$ cat src/rtl/param_ram_pkg.sv
// ---------------------------------------------------------------------------
// param_ram_pkg
// Shared definitions for the parametrised CPU data/program memory:
//   - ramState_e    : sequencer states (IDLE / CLEAR)
//   - DEF_DATA_W    : default word width (14 bits, matches the CPU datapath)
//   - DEF_ADDR_W    : default word-address width (6 bits)
//   - DEF_DEPTH     : default number of implemented words
//   - DEF_INIT_FILE : default program image loaded at time zero
// ---------------------------------------------------------------------------
package param_ram_pkg;

    typedef enum logic [0:0] {
        IDLE  = 1'b0,
        CLEAR = 1'b1
    } ramState_e;

    localparam int    DEF_DATA_W    = 14;
    localparam int    DEF_ADDR_W    = 6;
    localparam int    DEF_DEPTH     = 64;
    localparam string DEF_INIT_FILE = "program.mem";

endpackage

$ cat src/rtl/param_ram_rdpipe.sv
// ---------------------------------------------------------------------------
// param_ram_rdpipe
// Read-response pipeline: RD_LAT stages of valid/data. Stage 1 captures the
// word read from the array at the accept edge; the last stage drives the
// response. Data in each stage only moves when a valid word moves into it,
// so the response data holds between pulses.
// Ports:
//   clk_i    in   clock
//   rst_i    in   synchronous active-high reset (flushes all stages)
//   valid_i  in   a read was accepted this cycle
//   data_i   in   array word (or 0 for an out-of-range read)
//   valid_o  out  response pulse
//   data_o   out  response data, held until the next pulse
// ---------------------------------------------------------------------------
module param_ram_rdpipe #(
    parameter int DATA_W = 14,
    parameter int RD_LAT = 1
) (
    input  logic              clk_i,
    input  logic              rst_i,
    input  logic              valid_i,
    input  logic [DATA_W-1:0] data_i,
    output logic              valid_o,
    output logic [DATA_W-1:0] data_o
);

    logic [RD_LAT-1:0] valid_q;
    logic [DATA_W-1:0] data_q [RD_LAT];

    // Shift register; each stage's data only loads alongside a valid bit
    always_ff @(posedge clk_i) begin
        if (rst_i) begin
            valid_q <= '0;
            for (int i = 0; i < RD_LAT; i++) begin
                data_q[i] <= '0;
            end
        end else begin
            valid_q[0] <= valid_i;
            if (valid_i) begin
                data_q[0] <= data_i;
            end
            for (int i = 1; i < RD_LAT; i++) begin
                valid_q[i] <= valid_q[i-1];
                if (valid_q[i-1]) begin
                    data_q[i] <= data_q[i-1];
                end
            end
        end
    end

    assign valid_o = valid_q[RD_LAT-1];
    assign data_o  = data_q[RD_LAT-1];

endmodule

$ cat src/rtl/param_ram.sv
// ---------------------------------------------------------------------------
// param_ram
// Single-port synchronous data/program memory for the custom CPU with a
// valid/ready request port, configurable read latency, a write-protected
// program region (words 0..PROT_DEPTH-1), out-of-range fault reporting and a
// hardware sequencer that zeroes the data region (PROT_DEPTH..DEPTH-1).
// Ports:
//   clk         in   system clock (rising edge)
//   rst         in   synchronous active-high reset; memory contents retained
//   req_valid   in   request present
//   req_ready   out  request can be accepted this cycle
//   req_we      in   1 = write, 0 = read
//   req_addr    in   word address
//   req_wdata   in   write data
//   rsp_valid   out  read data valid pulse, RD_LAT cycles after accept
//   rsp_rdata   out  read data, held until the next rsp_valid
//   fault       out  illegal-access pulse, cycle after accept
//   fault_addr  out  address of the most recent fault, held
//   clr_start   in   request a clear of the data region
//   clr_busy    out  clear sweep in progress
// ---------------------------------------------------------------------------
module param_ram
    import param_ram_pkg::*;
#(
    parameter int    DATA_W     = DEF_DATA_W,
    parameter int    ADDR_W     = DEF_ADDR_W,
    parameter int    DEPTH      = DEF_DEPTH,
    parameter int    RD_LAT     = 1,
    parameter int    PROT_DEPTH = 0,
    parameter string INIT_FILE  = DEF_INIT_FILE
) (
    input  logic              clk,
    input  logic              rst,
    input  logic              req_valid,
    output logic              req_ready,
    input  logic              req_we,
    input  logic [ADDR_W-1:0] req_addr,
    input  logic [DATA_W-1:0] req_wdata,
    output logic              rsp_valid,
    output logic [DATA_W-1:0] rsp_rdata,
    output logic              fault,
    output logic [ADDR_W-1:0] fault_addr,
    input  logic              clr_start,
    output logic              clr_busy
);

    // Bounds are widened by one bit so DEPTH == 2**ADDR_W is representable
    localparam logic [ADDR_W:0] DEPTH_L  = (ADDR_W+1)'(DEPTH);
    localparam logic [ADDR_W:0] PROT_L   = (ADDR_W+1)'(PROT_DEPTH);
    localparam logic [ADDR_W:0] LAST_L   = (ADDR_W+1)'(DEPTH - 1);
    localparam logic [ADDR_W:0] ONE_L    = (ADDR_W+1)'(1);
    localparam bit              CLEAR_EN = (PROT_DEPTH < DEPTH);

    logic [DATA_W-1:0] mem_q [DEPTH];
    ramState_e         state_q, state_d;
    logic [ADDR_W:0]   clrPtr_q, clrPtr_d;
    logic              fault_q;
    logic [ADDR_W-1:0] faultAddr_q;

    logic              accept;
    logic              inRange;
    logic              inProt;
    logic              writable;
    logic              faultEvt;
    logic              rdValid;
    logic [DATA_W-1:0] rdData;

    // Requests are refused while clearing, while a clear is being requested,
    // and while reset is held
    assign req_ready = ~rst & (state_q == IDLE) & ~clr_start;
    assign accept    = req_valid & req_ready;
    assign inRange   = {1'b0, req_addr} < DEPTH_L;

    // A zero-size protected region needs no compare at all
    generate
        if (PROT_DEPTH == 0) begin : gNoProt
            assign inProt = 1'b0;
        end else begin : gProt
            assign inProt = {1'b0, req_addr} < PROT_L;
        end
    endgenerate

    assign writable = inRange & ~inProt;
    assign faultEvt = accept & (req_we ? ~writable : ~inRange);
    assign rdValid  = accept & ~req_we;
    assign rdData   = inRange ? mem_q[req_addr] : '0;

    // Array write port; the clear sweep and request writes never coincide
    // because req_ready is low during CLEAR. The sweep write is not gated by
    // reset so the word being cleared in the reset cycle still ends up zero.
    always_ff @(posedge clk) begin
        if (state_q == CLEAR) begin
            mem_q[clrPtr_q[ADDR_W-1:0]] <= '0;
        end else if (accept && req_we && writable) begin
            mem_q[req_addr] <= req_wdata;
        end
    end

    // Sequencer state, clear pointer and fault reporting registers
    always_ff @(posedge clk) begin
        if (rst) begin
            state_q     <= IDLE;
            clrPtr_q    <= '0;
            fault_q     <= 1'b0;
            faultAddr_q <= '0;
        end else begin
            state_q  <= state_d;
            clrPtr_q <= clrPtr_d;
            fault_q  <= faultEvt;
            if (faultEvt) begin
                faultAddr_q <= req_addr;
            end
        end
    end

    // Clear sequencer: sweep PROT_DEPTH..DEPTH-1 once per clr_start
    always_comb begin
        state_d  = state_q;
        clrPtr_d = clrPtr_q;
        unique case (state_q)
            IDLE: begin
                if (clr_start && CLEAR_EN) begin
                    state_d  = CLEAR;
                    clrPtr_d = PROT_L;
                end
            end
            CLEAR: begin
                clrPtr_d = clrPtr_q + ONE_L;
                if (clrPtr_q == LAST_L) begin
                    state_d = IDLE;
                end
            end
            default: begin
                state_d = IDLE;
            end
        endcase
    end

    assign clr_busy   = (state_q == CLEAR);
    assign fault      = fault_q;
    assign fault_addr = faultAddr_q;

    param_ram_rdpipe #(
        .DATA_W (DATA_W),
        .RD_LAT (RD_LAT)
    ) uRdpipe (
        .clk_i   (clk),
        .rst_i   (rst),
        .valid_i (rdValid),
        .data_i  (rdData),
        .valid_o (rsp_valid),
        .data_o  (rsp_rdata)
    );

endmodule

$ cat config.mk
export PLATFORM = sky130hd
export DESIGN_NAME = param_ram
export DESIGN_NICKNAME = d
export VERILOG_FILES = /design/src/rtl/param_ram_pkg.sv /design/src/rtl/param_ram_rdpipe.sv /design/src/rtl/param_ram.sv
export SDC_FILE = /design/constraint.sdc
export NUM_CORES = 1
export LEC_CHECK = 0
export ABC_CLOCK_PERIOD_IN_PS = 3760
export CORE_MARGIN = 2
export CORE_UTILIZATION = 51
export DETAILED_ROUTE_END_ITERATION = 8
export PLACE_DENSITY = 0.68
export RECOVER_POWER = 25
export SLEW_MARGIN = 10
export SYNTH_ARGS = -nofsm -noshare
export SYNTH_HDL_FRONTEND = slang
export SYNTH_HIERARCHICAL = 1
export SYNTH_SLANG_ARGS = --single-unit
export TNS_END_PERCENT = 1
$ cat constraint.sdc
create_clock -name clk -period 3.76 [get_ports clk]
set_clock_uncertainty 0.1 [all_clocks]
set_input_delay 0.564 -clock clk [delete_from_list [all_inputs] [get_ports clk]]
set_output_delay 0.564 -clock clk [all_outputs]
set_load 0.01 [all_outputs]
# Yosys cells after proc, flatten, opt, wreduce, memory -nomap -nowiden
# Memory sizes are Yosys's and may differ from the RTL's.
# Cells that the tools add are included.
# totals
regBits,9
in_bits,25
ram_bits,910
mem_count,2
# op_classes
n_eq_ne,2
reduce_logical,3
add_sub_neg,1
muxes,20
bitwise_logic,8
# mem_list
memory,words,width,read_ports,rd_ports_with_merged_regs,write_ports,line_no,rtl
mem_q,64,14,1,0,1,param_ram.sv:54,logic [DATA_W-1:0] mem_q [DEPTH];
uRdpipe.data_q,1,14,1,0,1,param_ram_rdpipe.sv:28,logic [DATA_W-1:0] data_q [RD_LAT];
# ops
cell,count
2-to-1 mux 14 bit,2
OR reduction 14 bit,2
2-to-1 mux 1 bit,14
case mux 7 bit (2 select lines),1
"adder 7 x 1 -> 7 bit, second input constant",1
"== test 7 x 6 -> 1 bit, second input constant",1
2-to-1 mux 7 bit,1
2-to-1 mux 6 bit,1
bitwise AND 1 bit,4
inverter 1 bit,4
"inequality test 2 bit, second input constant",1
case mux 1 bit (2 select lines),1
logical AND 1 bit,1

# Depth between registers and ports, before layout
# Gate-level depths: netlist (run 1).
# logic_depth
ltp_word,10
ltp_mapped,11
ltp_nobuf,6

# By module
# Netlist (run 1), hierarchy kept.
# by_module_without_submodules
mod,area_each_um2,cells_per_inst,instances,seq_area_each_um2
param_ram,35242.6,1665,1,27066.0
param_ram_rdpipe,604.3,33,1,440.4

# Least setup slack after synthesis (run 1)
# Ideal clock, no wire load.
# synth_timing
path_type,input-to-reg
start,input port rst
end,memory mem_q[20][0] (enable)
slack_ns,0.716
n_path_buf,2
required_time_ns,3.276
stages,7
setup_time_ns,0.384
arrival_time_ns,2.560
path_cell_list,buf_2 nor3_2 nand3_1 clkbuf_1 mux2i_1 nand2_1 nor2_1
# synth_between
elab_chain_cells,10
word_cells_on_any_way,11
cone_classes,5 x mux; 4 x bitwise; 2 x reduce/logical
# synth_lines
item,line_no,rtl
start: declaration,param_ram.sv:33,"input logic rst,"
inverter 1 bit (*),param_ram.sv:70,assign req_ready = ~rst & (state_q == IDLE) & ~clr_start;
bitwise AND 1 bit (*) (2 in series),param_ram.sv:70,
via req_ready,param_ram.sv:35,"output logic req_ready,"
bitwise AND 1 bit (*),param_ram.sv:71,assign accept = req_valid & req_ready;
logical AND 1 bit (*),param_ram.sv:94,end else if (accept && req_we && writable) begin
2-to-1 mux 1 bit (*),param_ram.sv:94,
2-to-1 mux 1 bit (*),param_ram.sv:92,if (state_q == CLEAR) begin
2-to-1 mux 1 bit (implied by the code) (*),param_ram.sv:95,mem_q[req_addr] <= req_wdata;
OR reduction 14 bit (no line),-,
2-to-1 mux 6 bit (no line) / 2-to-1 mux 1 bit (equally long branches),-,
end: declaration,param_ram.sv:54,
# Mark *: on every way through the listed nets, which the timed path passes. The rest lies on a longest branch.

# Worst setup path in the final report (run 1)
# layout_timing
start,input port rst
end,"memory mem_q[16][9], data pin"
# layout_between
elab_chain_cells,10
# layout_lines
item,line_no
inverter 1 bit,param_ram.sv:70
bitwise AND 1 bit (2 in series),param_ram.sv:70
bitwise AND 1 bit,param_ram.sv:71
logical AND 1 bit,param_ram.sv:94
2-to-1 mux 1 bit,param_ram.sv:94
2-to-1 mux 1 bit,param_ram.sv:92
2-to-1 mux 1 bit (implied by the code),param_ram.sv:95
OR reduction 14 bit (no line),-
2-to-1 mux 14 bit (no line),-
# Every way passes these cells.

==> results.cfg, run 1 <==
[drt]
wl_um = 81400
num_vias = 17600
wl_per_cell_um = 28.4
drtIter0Drc = 1995
drc = 2
first_pass_iters = 7
ant_nets = 0
via_per_inst = 6.14

[sta]
slew_viol_final = 0
rsz0062_at_grt = false
worst_slew_pin_slew_ns = 1.05
fmax_mhz = 313
tns_ns = 0
setup_viol = 0
period_share = 0.849
finalHoldViolations = 0
maxSlewHeadroom = 0.299
fin_crit_ns = 3.19

[setup_path]
worstReg2RegStart = clr_busy
ff2ff_setup_slack_ns = 0.77
cp-start-kind = input port
crit_path_max_fanout = 64
required_ns = 3.96
end_kind = flop
critPathMaxStageDelay_ns = 0.68
crit_type = input port to flop
cp.arrival_ns = 3.39
crit_chain = dlygate4sd3_1, nor3_1, and3_1, clkbuf_1, and2_2, clkbuf_4
r2r_cells = 5
slowest_stage = clkbuf_4
reg2reg_to = mem_q[16][9]

[clock_network]
cts_tree = built
htreeDepth = 3
clk_latency_ns = 0.63
cts_num_sinks = 919
cts_root_buffer = clkbuf_16
cts_hold_buf = 0
postCtsSetupBuffers = 0
cts_made_buffers = 88
clk_pin_slew_worst_paths_ns = 0.06
cts_resized = 0
cts.path.max_buffers = 3

[global_route]
grt_first_pass_wirelength_um = 120000
antenna_found_initial = 0
grt_max_degree = 65
grt_use_total = 0.227
grt_pass1_vias = 17600
grt-ovfl-total = 0

[floorplan]
die_area_sq_mm = 0.0724
chipHeight_um = 269
start_util = 0.514
core-area_sq_mm = 0.0698
ios = 49
row_count = 97
dieWidth_um = 269

[power_and_ir_drop]
power_per_cell_area_mw_per_mm2 = 504
p_leak_nw = 13.2
ir_drop_mv = 0.318
finalPower_w = 0.0206

[layout]
fin_util = 0.584
final_area_sq_mm = 0.0408
fin_cells = 2866
layout-drive-gt1-share = 0.257
fin_nets = 1884
antenna_cells = 0
syn2layout_area_growth_pct = 13.8
fillCellCount = 4998

[synth]
syn_inst = 1698
syn_area_sq_mm = 0.0358
yosysWarnings = 6
synthDominantCellAreaShare = 0.762
synth_area_per_cell_sq_um = 21.1
synth_area_leaders = edfxtp_1, mux4_2, mux2i_1, nor2_1, nand2_1
yosys_register_bits = 919
yosys.area.top_type = edfxtp_1
synthDistinctLibCells = 49
synth-main-ff-cell = edfxtp_1
async_flop_share = 0
synth_edf_count = 910
yosysSeqAreaShare = 0.767

[place]
gp_congestion = 0.945
placed_area_sq_mm = 0.0382
place_inst = 2708
post-dp-hpwl_um = 48500
io_buffer_count = 41

[run_status]
status = finished with violations
violations = design-rule violations

[min_path]
min_to = clrPtr_q[6]
worst_hold_path.num_cells = 2
hold_start = clrPtr_q[6]
hp-class = flop to flop

[run]
drv_cap = 0
[logic make-up (layout without fill, tap and decap cells)]
| logic type | Yosys count | count (layout) | synth area share |
|---|---|---|---|
| simple gates | 246 | 246 | 0.0329 |
| mux | 297 | 297 | 0.158 |
| other cells | 1 | 7 | 0.000105 |
| fa+ha+maj | 1 | 1 | 0.000349 |
| flops | 919 | 919 | 0.767 |
| buf+inv | 105 | 327 | 0.0164 |
| compound gates | 129 | 129 | 0.0251 |
[cell usage after synthesis, types with 4 or more instances]
| library cell | count |
|---|---|
| buf_1 | 8 |
| o21ai_0 | 9 |
| a22o_1 | 11 |
| buf_2 | 22 |
| o2bb2ai_1 | 4 |
| a221oi_1 | 6 |
| and3b_1 | 10 |
| nand3_1 | 16 |
| nand2b_1 | 6 |
| clkbuf_1 | 36 |
| and3_1 | 4 |
| mux4_2 | 213 |
| nand2_1 | 69 |
| a211oi_1 | 7 |
| mux2_2 | 16 |
| edfxtp_1 | 910 |
| nor4_1 | 4 |
| nand3b_1 | 5 |
| mux2i_1 | 68 |
| and2_1 | 15 |
| and3b_2 | 5 |
| o22ai_1 | 13 |
| nor3_1 | 6 |
| a22oi_1 | 13 |
| dfxtp_1 | 9 |
| buf_6 | 9 |
| a31oi_1 | 13 |
| nor2b_1 | 7 |
| o221ai_1 | 19 |
| buf_4 | 26 |
| nor2_1 | 88 |
| a21oi_1 | 26 |
[cell usage in the layout (no fill, tap or decap), types with 9 or more instances in the layout]
master	instances
a21oi_1	26
a22o_1	11
a22oi_1	13
a31oi_1	13
and2_2	13
and3b_1	10
buf_12	18
buf_4	92
clkbuf_1	26
clkbuf_16	90
clkbuf_4	11
clkdlybuf4s50_1	30
clkinv_1	18
clkinv_2	15
dfxtp_1	9
edfxtp_1	910
mux2_2	16
mux2i_1	68
mux4_2	213
nand2_1	69
nand3_1	16
nor2_1	88
o21ai_0	9
o221ai_1	19
o22ai_1	13
[state kept, by name (all words and copies together), names as in the netlist]
signal and flops:
mem_q 896, uRdpipe/valid_o 1, uRdpipe/data_q 14, clrPtr_q 7, clr_busy 1
[area by class of cell]
type                            instances  area (sq um)  area share
Timing Repair Buffer                  165          1550      0.0381
Multi-Input combinational cell        680          7790       0.191
Clock inverter                         45           405     0.00994
Tap cell                              940          1180      0.0288
Clock buffer                          113          2340      0.0573
Inverter                                4          15.0    0.000368
Sequential cell                       919         27500       0.674
[power breakdown]
group	internal (W)	total, W	switching (W)
registers	0.0112	0.0112	0.0000152
logic	0.000363	0.000880	0.000517
clock network	0.00487	0.00850	0.00363
[stage by stage]
stage | hold slack, ns | setup slack (ns)
finish | 0.398 | 0.568
global route | 0.422 | 0.396
CTS | 0.397 | 0.938
detailed placement | 0.388 | 0.270
global placement | 0.364 | 0.272
floorplan | 0.353 | 0.716
[worst max-delay path by stage]
stage                      from                   end  slack (ns)  cells after the start
finish                      rst          mem_q[16][9]        0.57                      6
global route                rst          mem_q[25][3]        0.40                      6
CTS                 req_addr[0]  uRdpipe/data_q[0][1]        0.94                      8
detailed placement  req_addr[0]  uRdpipe/data_q[0][1]        0.27                      8
global placement    req_addr[0]  uRdpipe/data_q[0][1]        0.27                      8
floorplan                   rst          mem_q[20][0]        0.72                      7
[per-layer routing]
metal	global-route usage	share of wire	vias to the layer above
met5	0	0	-
met4	0.0629	0.028	0
met3	0.0341	0.081	142
met2	0.367	0.49	895
met1	0.327	0.41	9195
li1	-	-	7378
[critical path, delay by kind of cell]
kind                   cells  cell delay, ns
AND/OR/NAND/NOR            3            1.08
buffers and inverters      3            1.67
No activity file was read; power rests on OpenSTA's default activity.
==> inputs of run 2 (changes only) <==
--- a/config.mk
+++ b/config.mk
@@ -5,7 +5,7 @@
 export SDC_FILE = /design/constraint.sdc
 export NUM_CORES = 1
 export LEC_CHECK = 0
-export ABC_CLOCK_PERIOD_IN_PS = 3760
+export ABC_CLOCK_PERIOD_IN_PS = 3000
 export CORE_MARGIN = 2
 export CORE_UTILIZATION = 51
 export DETAILED_ROUTE_END_ITERATION = 8
==> constraint.sdc (replaced) <==
create_clock -name clk -period 3 [get_ports clk]
set_clock_uncertainty 0.1 [all_clocks]
set_input_delay 0.45 -clock clk [delete_from_list [all_inputs] [get_ports clk]]
set_output_delay 0.45 -clock clk [all_outputs]
set_load 0.01 [all_outputs]
==> results.cfg, run 2 (same netlist as run 1, synthesis figures left out) <==
[min_path]
hp-class = flop to flop
worst_hold_path.num_cells = 2

[layout]
multi_input_area_sq_mm = 0.00779
ff_latch_area_sq_mm = 0.0275
final_cell_mix = edfxtp_1, mux4_2, buf_4
fin_cells = 2970
final_common_cell = edfxtp_1
fin_nets = 1984
antenna_cells = 0
layout-drive-gt1-share = 0.299
fin_util = 0.603
reg.largest.list = mem_q x896, uRdpipe/data_q x14, clrPtr_q x7
fillCellCount = 4817
largest_reg_flops = 896
regMostFlops = mem_q
syn2layout_area_growth_pct = 17.3

[setup_path]
cp_common_cell = buf_4
crit_chain = nor3_1, and3_1, buf_4, buf_4, and2_0, buf_4
path_buf_inv = 3
cp-start-kind = flop
required_ns = 3.33
cp.arrival_ns = 2.97
critical-path-top-delay-family = simple AND/OR/NAND/NOR gates
crit_path_max_fanout = 20
crit_type = flop to flop
critPathMaxStageDelay_ns = 0.77
end_kind = flop
slowest_stage = and2_0
r2r_cells = 6
crit_cells = 6

[sta]
maxSlewHeadroom = 0.319
tns_ns = 0
fin_crit_ns = 2.63
rsz0062_at_grt = false
slew_viol_final = 0
period_share = 0.878
fmax_mhz = 380
worst_slew_pin_slew_ns = 1.02
setup_viol = 0
finalHoldViolations = 0
hold_slack_ns = 0.393

[drt]
wl_per_cell_um = 29.0
ant_nets = 0
wl_um = 86100
drtIter0Drc = 2244
via_per_inst = 6.15
drc = 0
num_vias = 18300
first_pass_iters = 5

[global_route]
antenna_found_initial = 0
grt_use_total = 0.239
grt_max_degree = 65
grt_pass1_vias = 18400
grt_first_pass_wirelength_um = 126000
grt-ovfl-total = 0

[clock_network]
clk_pin_slew_worst_paths_ns = 0.06
cts_root_buffer = clkbuf_16
htreeDepth = 3
cts_made_buffers = 89
cts_tree = built
cts_num_sinks = 919
clk_latency_ns = 0.63
cts.path.max_buffers = 3
cts_hold_buf = 0
postCtsSetupBuffers = 0
cts_resized = 0

[floorplan]
start_util = 0.514
row_count = 97
core-area_sq_mm = 0.0698
die_area_sq_mm = 0.0724
ios = 49
chipHeight_um = 269
dieWidth_um = 269

[power_and_ir_drop]
power.net_switching_w = 0.00534
p_leak_nw = 13.9
ir_drop_mv = 0.411
power_per_cell_area_mw_per_mm2 = 628
seqPwrFrac = 0.530
combPwrFrac = 0.047
switching_share = 0.202
power_frac_clock = 0.423
p_int_w = 0.0211

[run_status]
status = completed

[place]
place_inst = 2807
io_buffer_count = 41
gp_congestion = 0.922
post-dp-hpwl_um = 53500

[run]
drv_cap = 0
[run 2: cell types whose count changed in the layout (fill, tap and decap cells not counted), moves of 2 or more]
cell / delta
clkdlybuf4s50_1: +6
clkbuf_1: -6
clkbuf_2: +4
dlygate4sd3_1: -6
clkinv_2: +4
bufinv_16: +4
buf_4: +68
clkbuf_16: +2
clkinvlp_4: +3
buf_12: +29
clkinv_1: -3
[run 2: worst min-delay path, stage by stage, from the launching register on]
cell and delay (ns):
dfxtp_1 0.31, o221ai_1 0.07, a21oi_1 0.07
[run 2: metal layers]
metal,vias to the layer above,global-route usage,wire length (um)
li1,7572,-,-
met3,152,0.0368,7600
met1,9616,0.340,34300
met2,921,0.375,40900
met5,-,0,0
met4,0,0.0975,3320
[run 2: per-stage QoR]
step                      area, sq um  power [W]  setup slack (ns)
final                           42100     0.0264             0.365
after detailed placement        39300     0.0155           -0.0385
after global placement          39300     0.0155           -0.0475
after CTS                       42300     0.0266             0.543
after global routing            42100     0.0271             0.233
after floorplan                 35900     0.0150            0.0698
[run 2: path summary, 6_finish.rpt]
kind / startpoint / endpoint / slack, ns
max: clr_busy / mem_q[39][12] / 0.37
min: clrPtr_q[6] / clrPtr_q[6] / 0.39
max reg2reg: clr_busy / mem_q[39][12] / 0.37
min reg2reg: clrPtr_q[6] / clrPtr_q[6] / 0.39
[run 2: power groups by stage]
stage | clock (W) | combinational [W] | sequential [W]
final | 0.0112 | 0.00124 | 0.0140
after global routing | 0.0118 | 0.00129 | 0.0140
after CTS | 0.0113 | 0.00124 | 0.0140
after detailed placement | 0 | 0.00123 | 0.0143
after global placement | 0 | 0.00122 | 0.0143
after floorplan | 0 | 0.000702 | 0.0143
[run 2: area by class of cell]
cell class / instances / share of cell area
multi-input cells: 680 / 0.185
inverters: 4 / 0.000357
clock inverters: 52 / 0.0130
flip-flops and latches: 919 / 0.654
repair buffers: 264 / 0.0632
well taps: 940 / 0.0280
clock buffers: 111 / 0.0564
==> inputs of run 3 (changes only) <==
--- a/config.mk
+++ b/config.mk
@@ -5,7 +5,7 @@
 export SDC_FILE = /design/constraint.sdc
 export NUM_CORES = 1
 export LEC_CHECK = 0
-export ABC_CLOCK_PERIOD_IN_PS = 3000
+export ABC_CLOCK_PERIOD_IN_PS = 3240
 export CORE_MARGIN = 2
 export CORE_UTILIZATION = 51
 export DETAILED_ROUTE_END_ITERATION = 8
==> constraint.sdc (replaced) <==
create_clock -name clk -period 3.24 [get_ports clk]
set_clock_uncertainty 0.1 [all_clocks]
set_input_delay 0.486 -clock clk [delete_from_list [all_inputs] [get_ports clk]]
set_output_delay 0.486 -clock clk [all_outputs]
set_load 0.01 [all_outputs]
==> results.cfg, run 3 (same netlist as run 1, synthesis figures left out) <==
[setup_path]
crit_type = flop to flop
cp.arrival_ns = 3.17
r2r_cells = 5
required_ns = 3.34
crit_path_max_fanout = 64
end_kind = flop
cp-start-kind = flop

[place]
post-dp-hpwl_um = 50800
dpl_worst_slack_ns = -0.432
gp_congestion = 0.903
io_buffer_count = 41
place_inst = 2756

[floorplan]
chipHeight_um = 269
dieWidth_um = 269
row_count = 97
core-area_sq_mm = 0.0698
die_area_sq_mm = 0.0724
start_util = 0.514
ios = 49

[sta]
setup_viol = 0
period_share = 0.947
maxSlewHeadroom = -0.0436
fin_crit_ns = 3.07
slew_viol_final = 324
worst_slew_pin_slew_ns = 1.57
finalHoldViolations = 0
hold_slack_ns = 0.394
fin_ws_ns = 0.170
fmax_mhz = 326
rsz0062_at_grt = false

[clock_network]
cts.path.max_buffers = 3
cts_tree = built
clk_pin_slew_worst_paths_ns = 0.06
postCtsSetupBuffers = 0
cts_hold_buf = 0
cts_made_buffers = 87
clk_latency_ns = 0.64
cts_root_buffer = clkbuf_16
cts_resized = 0
htreeDepth = 3
cts_num_sinks = 919

[layout]
layout-drive-gt1-share = 0.280
final_cell_mix = edfxtp_1, mux4_2, buf_4
final_common_cell = edfxtp_1
fin_nets = 1931
reg.largest.list = mem_q x896, uRdpipe/data_q x14, clrPtr_q x7
fin_util = 0.593
fin_cells = 2913
syn2layout_area_growth_pct = 15.4
regMostFlops = mem_q
largest_reg_flops = 896

[run_status]
violations = max-capacitance violations, max-slew violations
status = finished with violations

[min_path]
worst_hold_path.num_cells = 2
hp-class = flop to flop

[drt]
drc = 0
wl_um = 83100
ant_nets = 0
via_per_inst = 6.08
first_pass_iters = 6
num_vias = 17700
drtIter0Drc = 2130
wl_per_cell_um = 28.5

[global_route]
grt_max_degree = 65
grt_first_pass_wirelength_um = 122000
grt-ovfl-total = 0
antenna_found_initial = 3
grt_pass1_vias = 17800
grt_use_total = 0.232

[power_and_ir_drop]
ir_drop_mv = 0.349
p_leak_nw = 13.5
power_per_cell_area_mw_per_mm2 = 572

[run]
drv_cap = 5
[run 3: changes by cell type in the layout (fill, tap and decap cells not counted), moves of 6 or more]
cell	before	now
buf_12	47	41
buf_4	160	116
bufinv_16	11	4
clkbuf_1	20	32
clkbuf_4	11	5
clkinv_2	19	11
nor2_1	88	78
nor2_2	0	10
[run 3: cell type report]
cell class | count | area (sq um)
Antenna cell | 1 | 2.50
Clock buffer | 123 | 2410
Clock inverter | 33 | 269
Fill cell | 4904 | 28400
Inverter | 4 | 15.0
Multi-Input combinational cell | 680 | 7820
Sequential cell | 919 | 27500
Tap cell | 940 | 1180
Timing Repair Buffer | 213 | 2190
[run 3: final timing paths]
check	end	slack, ns	start
setup reg to reg	mem_q[13][0]	0.17	clr_busy
setup / recovery	mem_q[13][0]	0.17	clr_busy
hold reg to reg	clrPtr_q[6]	0.39	clrPtr_q[6]
hold / removal	clrPtr_q[6]	0.39	clrPtr_q[6]
[run 3: where the power goes]
part           internal (W)  switching (W)  total [W]
sequential           0.0130      0.0000140     0.0130
clock               0.00549        0.00413    0.00961
combinational      0.000472       0.000621    0.00109
[run 3: critical path: stages, from the launching register on]
cell and delay (ns):
dfxtp_1 0.34, nor3_2 0.20, and3_1 0.36, clkbuf_2 0.28, and2_2 0.19, clkbuf_2 1.14
[run 3: layer usage]
layer  up-vias  track usage  part of all wire
li1       7471            -                 -
met1      9206        0.337              0.41
met2       894        0.361              0.48
met3       129       0.0378             0.089
met4         0       0.0847             0.030
met5         -            0                 0
[run 3: metrics by stage]
step,instance area (sq um),TNS [ns],total power [W]
after detailed placement,38900,-102.96,0.0143
after floorplan,35900,0,0.0139
after global routing,41400,0,0.0244
final,41400,0,0.0237
after CTS,41500,0,0.0238
after global placement,38900,-79.49,0.0143
